**config.mk**
```make
export PLATFORM = sky130hd
export DESIGN_NAME = countdown_timer
export DESIGN_NICKNAME = d
export VERILOG_FILES = /design/src/rtl/countdown_timer_pkg.sv /design/src/rtl/countdown_timer_bcd_downcounter.sv /design/src/rtl/countdown_timer.sv
export SDC_FILE = /design/constraint.sdc
export NUM_CORES = 1
export LEC_CHECK = 0
export BUFFER_PORTS_ARGS = -buffer_cell sky130_fd_sc_hd__buf_2
export CAP_MARGIN = 20
export CORE_AREA = 8 8 57 59
export CTS_BUF_LIST = sky130_fd_sc_hd__clkbuf_4
export DETAILED_ROUTE_END_ITERATION = 10
export DIE_AREA = 0 0 65 67
export MAX_ROUTING_LAYER = met4
export PLACE_DENSITY_LB_ADDON = 0.12
export SLEW_MARGIN = 20
export SYNTH_ARGS = -nofsm -noshare
export SYNTH_HDL_FRONTEND = slang
export SYNTH_SLANG_ARGS = --single-unit
export TNS_END_PERCENT = 20
```
**constraint.sdc**
```tcl
create_clock -name clk_i -period 1.9 [get_ports clk_i]
set_clock_uncertainty 0.05 [all_clocks]
set_input_delay 0.095 -clock clk_i [delete_from_list [all_inputs] [get_ports clk_i]]
set_output_delay 0.095 -clock clk_i [all_outputs]
set_load 0.1 [all_outputs]
```
**src/rtl/countdown_timer_pkg.sv**
```systemverilog
// Shared constants, state encoding and helpers for the MM:SS BCD countdown timer.
package countdown_timer_pkg;

  localparam int unsigned BCD_BIT_WIDTH = 4;
  localparam int unsigned NUM_DIGITS    = 4;

  localparam logic [BCD_BIT_WIDTH-1:0] BCD_ZERO = 4'd0;
  localparam logic [BCD_BIT_WIDTH-1:0] BCD_NINE = 4'd9;

  typedef enum logic [1:0] {
    StIdle  = 2'd0,
    StRun   = 2'd1,
    StPause = 2'd2,
    StDone  = 2'd3
  } state_e;

  // Out-of-range load digits saturate at the digit's wrap value.
  function automatic logic [BCD_BIT_WIDTH-1:0] clamp_digit(
    input logic [BCD_BIT_WIDTH-1:0] d,
    input logic [BCD_BIT_WIDTH-1:0] lim
  );
    return (d > lim) ? lim : d;
  endfunction

endpackage

```
**src/rtl/countdown_timer_bcd_downcounter.sv**
```systemverilog
// Single BCD digit down counter with synchronous load and combinational borrow.
// Ports:
//   clk_i, rst_ni   clock, async active-low reset
//   decrease_i      count down by one this cycle
//   load_i          replace value with load_value_i (priority over decrease_i)
//   load_value_i    value to load (already clamped by the parent)
//   limit_i         value taken when counting down from zero
//   value_o         current digit value
//   borrow_o        high when counting down from zero (feeds next digit)
module countdown_timer_bcd_downcounter
  import countdown_timer_pkg::*;
(
  input  logic                     clk_i,
  input  logic                     rst_ni,
  input  logic                     decrease_i,
  input  logic                     load_i,
  input  logic [BCD_BIT_WIDTH-1:0] load_value_i,
  input  logic [BCD_BIT_WIDTH-1:0] limit_i,
  output logic [BCD_BIT_WIDTH-1:0] value_o,
  output logic                     borrow_o
);

  logic [BCD_BIT_WIDTH-1:0] value_q, value_d;

  always_comb begin
    value_d  = value_q;
    borrow_o = 1'b0;
    if (load_i) begin
      value_d = load_value_i;
    end else if (decrease_i) begin
      if (value_q == BCD_ZERO) begin
        value_d  = limit_i;
        borrow_o = 1'b1;
      end else begin
        value_d = value_q - 4'd1;
      end
    end
  end

  always_ff @(posedge clk_i or negedge rst_ni) begin
    if (!rst_ni) begin
      value_q <= BCD_ZERO;
    end else begin
      value_q <= value_d;
    end
  end

  assign value_o = value_q;

endmodule

```
**src/rtl/countdown_timer.sv**
```systemverilog
// MM:SS BCD countdown timer: four cascaded BCD down counters paced by a 1 Hz tick,
// controlled by an IDLE/RUN/PAUSE/DONE state machine.
// Ports:
//   clk_i, rst_ni   clock, async active-low reset
//   tick_i          one-cycle 1 Hz count enable
//   start_pause_i   one-cycle pulse: start, pause, resume, or acknowledge done
//   load_i          one-cycle pulse: load load_value_i and return to IDLE
//   load_value_i    {min_tens, min_ones, sec_tens, sec_ones} BCD
//   digits_o        current {min_tens, min_ones, sec_tens, sec_ones}
//   running_o       high in RUN
//   done_o          high in DONE
//   done_pulse_o    one-cycle pulse on entry to DONE
module countdown_timer
  import countdown_timer_pkg::*;
#(
  parameter logic [3:0] SEC_TENS_LIMIT = 4'd5,
  parameter logic [3:0] MIN_TENS_LIMIT = 4'd5
) (
  input  logic        clk_i,
  input  logic        rst_ni,
  input  logic        tick_i,
  input  logic        start_pause_i,
  input  logic        load_i,
  input  logic [15:0] load_value_i,
  output logic [15:0] digits_o,
  output logic        running_o,
  output logic        done_o,
  output logic        done_pulse_o
);

  state_e state_q, state_d;
  logic   done_pulse_q, done_pulse_d;

  logic [NUM_DIGITS-1:0][BCD_BIT_WIDTH-1:0] limit;
  logic [NUM_DIGITS-1:0][BCD_BIT_WIDTH-1:0] value;
  logic [NUM_DIGITS-1:0]                    dec;
  logic [NUM_DIGITS-1:0]                    borrow;
  logic                                     digits_zero;
  logic                                     unused_borrow;

  assign limit[0] = BCD_NINE;
  assign limit[1] = SEC_TENS_LIMIT;
  assign limit[2] = BCD_NINE;
  assign limit[3] = MIN_TENS_LIMIT;

  assign digits_zero = (value == '0);

  // Zero guard keeps 00:00 from wrapping to 59:59.
  assign dec[0] = tick_i && (state_q == StRun) && !digits_zero;

  for (genvar k = 1; k < NUM_DIGITS; k++) begin : g_chain
    assign dec[k] = borrow[k-1];
  end

  for (genvar k = 0; k < NUM_DIGITS; k++) begin : g_digit
    countdown_timer_bcd_downcounter u_digit (
      .clk_i        (clk_i),
      .rst_ni       (rst_ni),
      .decrease_i   (dec[k]),
      .load_i       (load_i),
      .load_value_i (clamp_digit(load_value_i[k*BCD_BIT_WIDTH +: BCD_BIT_WIDTH], limit[k])),
      .limit_i      (limit[k]),
      .value_o      (value[k]),
      .borrow_o     (borrow[k])
    );
  end

  assign unused_borrow = borrow[NUM_DIGITS-1];

  always_comb begin
    state_d = state_q;
    if (load_i) begin
      state_d = StIdle;
    end else begin
      unique case (state_q)
        StIdle:  if (start_pause_i && !digits_zero) state_d = StRun;
        // Reaching zero wins over a coincident pause request.
        StRun: begin
          if (digits_zero)        state_d = StDone;
          else if (start_pause_i) state_d = StPause;
        end
        StPause: if (start_pause_i) state_d = StRun;
        StDone:  if (start_pause_i) state_d = StIdle;
        default: state_d = StIdle;
      endcase
    end
    done_pulse_d = (state_q == StRun) && (state_d == StDone);
  end

  always_ff @(posedge clk_i or negedge rst_ni) begin
    if (!rst_ni) begin
      state_q      <= StIdle;
      done_pulse_q <= 1'b0;
    end else begin
      state_q      <= state_d;
      done_pulse_q <= done_pulse_d;
    end
  end

  assign digits_o     = value;
  assign running_o    = (state_q == StRun);
  assign done_o       = (state_q == StDone);
  assign done_pulse_o = done_pulse_q;

endmodule

```
==> metrics.md <==
| Metric | Value |
|---|---|
| Status | completed |
| Total CTS buffers | 3 |
| Worst vdd ir | around 500 µV |
| Fmax | between 0.5 and 0.6 GHz |
| Crit-path max FO | 6 |
| Hold path start | load_value_i[5] |
| Slew @ Worst Pin | 0.4963 ns |
| PD cells | about 730 nW/µm² |
| Setup slack, reg-to-reg | approximately 0.065 ns |
| P_int | between 0.0006 and 0.0007 W |
| Die area | between 4000 and 5000 µm² |
| Vias in the first global route | ~1200 |
| Fin Setup TNS | 0 ns |
| Tot Pwr | 0.001153 W |
| Overflow after GRT | 0 |
| I/O pin total | 40 |
| Largest net degree at the start of global routing | 21 |
| Syn nets | around 140 |
| First-pass GRT wire length | approximately 5300 µm |
| Worst hold stages | 3 |
| FP Rows | 18 |
| CP max stage delay | 0.52 ns |
| Switching share of total power | 43.29% |
| Worst min path class | in -> reg |
| Most frequent cells in the layout | buf_2, nor2_1, nand2_1, buf_4, dfrtp_2 |
| Initial DRT Pass Iterations | 4 |
| Final ANT Viol Nets | 0 |
| Initial antenna violation count | 0 |
| Pins Over Slew Limit | 0 |
| Initial Utilization | 47.94% |
| CTS tree | built |
| Drt wl/cell | around 15 µm |
| Drc violations | 0 |
| Worst Path Required | a little over 2 ns |
| Via/cell ratio | ~5.8 |
| Top delay family on crit path | simple AND/OR/NAND/NOR gates |
| CP endpoint kind | flop |
| Port bufs | 39 |
| Synthesized cell area | around 1100 µm² |
| Endpoints failing hold | 0 |
| Height of the die | between 60 and 70 µm |
| Final-report setup violation count | 0 |
| Sink Count | 19 |
| Comb pwr share | 37.5% |
| Clock network power share | between 10% and 20% |
| Period utilization | just under 100% |
| CP max stage cell | dfrtp_4 |
| Post-DP HPWL | ~2300 µm |
| Mapped Cells | 120 |
| Leak pwr | roughly 0.65 nW |
| #FFs+latches synth | 19 |
| Distinct cell type count of the synthesized netlist | 42 |
| Wirelength, routed | between 3000 and 4000 µm |
| WP buf/inv | 0 |
| # nets final | roughly 200 |
| Dpl ws | about 0.016 ns |
| Min cycle time layout | about 1.8 ns |
| Vias | about 1200 |
| Sw Pwr | 0.0004992 W |
| Max-Cap Viols | 0 |
| Worst EP arrival | 2.01 ns |
| CTS Buffer Depth | 2 |
| Final WS setup | approximately 0.065 ns |
| CORE AREA | around 2400 µm² |
| Clk_lat worst skew | 0.30 ns |
| CP cell instances | nor4_4 > nand3b_1 > or4_4 > a31oi_4 |
| Clock Pin Slew Worst Setup and Hold Paths | 0.11 ns |
| GR Util All Layers | approximately 16% |
| Routability cong. | roughly 0.90 |
| Syn Area/Cell | 9.447 µm² |
| # diodes | 0 |
| Worst setup SP type | flop |
| H-Tree Depth | 1 |
| 1st-iter DRT viols | 42 |
| Yosys warns | 0 |
| Most common cell after layout, fill and taps aside | buf_2 |
| Seq/Total Area, Yosys | about two fifths |
| Relative slew slack | about two thirds |
| Worst Setup Path Type | reg -> reg |
| Register share of total power | roughly 43% |
| Synthesis-to-layout area growth | 39.40% |
| Worst hold endpoint | g_digit[1].u_digit.value_o[1] |
| Root Buffer | clkbuf_4 |
| Reg2Reg Depth | 4 |
| Share of layout cells above drive strength 1 | 45.71% |
| Chip width | 65 µm |
| R2R Path End | g_digit[3].u_digit.value_o[1] |
| Critical R2R Launch | g_digit[2].u_digit.value_o[0] |
| RSZ-0062 raised after global routing | true |
metal layers:
| metal | vias up | track usage (%) | share of wire [%] |
|---|---|---|---|
| met5 | - | - | 0 |
| met4 | 0 | 5.995 | 0.95 |
| met3 | 4 | 2.852 | 4.8 |
| met2 | 34 | 26.83 | 52 |
| met1 | 574 | 17.42 | 42 |
| li1 | 582 | - | - |
cells by family after synthesis:
| group | after synthesis | share of synthesized area, % |
|---|---|---|
| AOI/OAI and AO/OA | 39 | 24.72 |
| buffers and inverters | 8 | 2.758 |
| DFF | 19 | 41.94 |
| muxes | 1 | 0.8830 |
| and+or+nand+nor | 53 | 29.69 |
power groups by stage:
stage	clock, W	combinational, W	sequential, W
after floorplan	0	0.000114	0.000700
after global placement	0	0.000406	0.000503
after detailed placement	0	0.000410	0.000507
after CTS	0.000236	0.000422	0.000499
after global routing	0.000254	0.000456	0.000505
final	0.000223	0.000432	0.000497
timing repair:
item	in CTS	in global routing
setup endpoints to repair	1	6
gates cloned	0	0
hold buffers	6	0
resized for setup	1	3
hold endpoints to repair	23	0
setup buffers	0	4
pin swaps	1	5
cells in the mapped netlist, drive strengths merged:
library cell  count  share of area (%)
nor3              5                2.2
nand3b            2                1.3
nor4              6                7.3
o311a             1               0.99
mux2i             1               0.88
nor4b             1               0.77
o211a             1               0.88
o32ai             1               0.77
nand4             2                1.1
or2b              1               0.66
nand2b            3                1.7
nor2b             2                1.1
buf               1               0.44
clkinv            1               0.33
clkbuf            3               0.99
a21oi             3                1.3
and3b             1               0.77
a211o             1               0.77
o31ai             1               0.66
nand3             3                1.8
a2111oi           1               0.77
a311o             3                2.8
a211oi            1               0.66
nor2             10                3.3
or4b              1               0.88
o211ai            6                4.0
or4               3                2.0
inv               3               0.99
o22ai             3                1.7
o21a              2                1.3
o21ai             7                3.1
nand2            11                3.6
a32oi             1               0.77
o221ai            1               0.77
o31a              1               0.77
a31oi             5                2.8
or3               1               0.66
dfrtp            19                 42
and2              1               0.55
flip-flops by register name, summed over array words and instances, names as in the netlist:
register,flops
g_digit.u_digit.value_o,16
done_pulse_o,1
state_q,2
how the worst max path moves through the flow:
stage | end | depth (start not counted) | from | slack, ns
after floorplan | g_digit[3].u_digit.value_o[2] | 4 | g_digit[1].u_digit.value_o[2] | -0.02
after global placement | g_digit[3].u_digit.value_o[2] | 4 | g_digit[1].u_digit.value_o[2] | 0.08
after detailed placement | g_digit[3].u_digit.value_o[1] | 4 | g_digit[1].u_digit.value_o[2] | 0.02
after CTS | g_digit[3].u_digit.value_o[1] | 4 | g_digit[2].u_digit.value_o[1] | 0.007
after global routing | state_q[0] | 4 | g_digit[2].u_digit.value_o[0] | -0.02
final | g_digit[3].u_digit.value_o[1] | 4 | g_digit[2].u_digit.value_o[0] | 0.06
area by class of cell:
class,count,area [µm²]
inverters,4,15.01
repair buffers,55,330.3
flip-flops and latches,19,513.0
fillers,204,784.5
multi-input cells,93,654.4
well taps,30,37.54
clock buffers,4,30.03
worst reg2reg max path: stages, from the launching register on:
cell	delay, ns
dfrtp_4	0.52
nor4_4	0.41
nand3b_1	0.16
or4_4	0.45
a31oi_4	0.17
per-stage QoR:
stage	cell area [µm²]	instances	utilization (%)	hold slack, ns
floorplan	1177	120	-	-0.2506
global placement	1439	191	60.85	0.01233
detailed placement	1439	191	60.85	0.02210
CTS	1531	201	64.76	0.002842
global route	1580	205	66.83	0.007134
finish	1580	205	66.83	0.01611
Power figures use the tool's default switching activity.
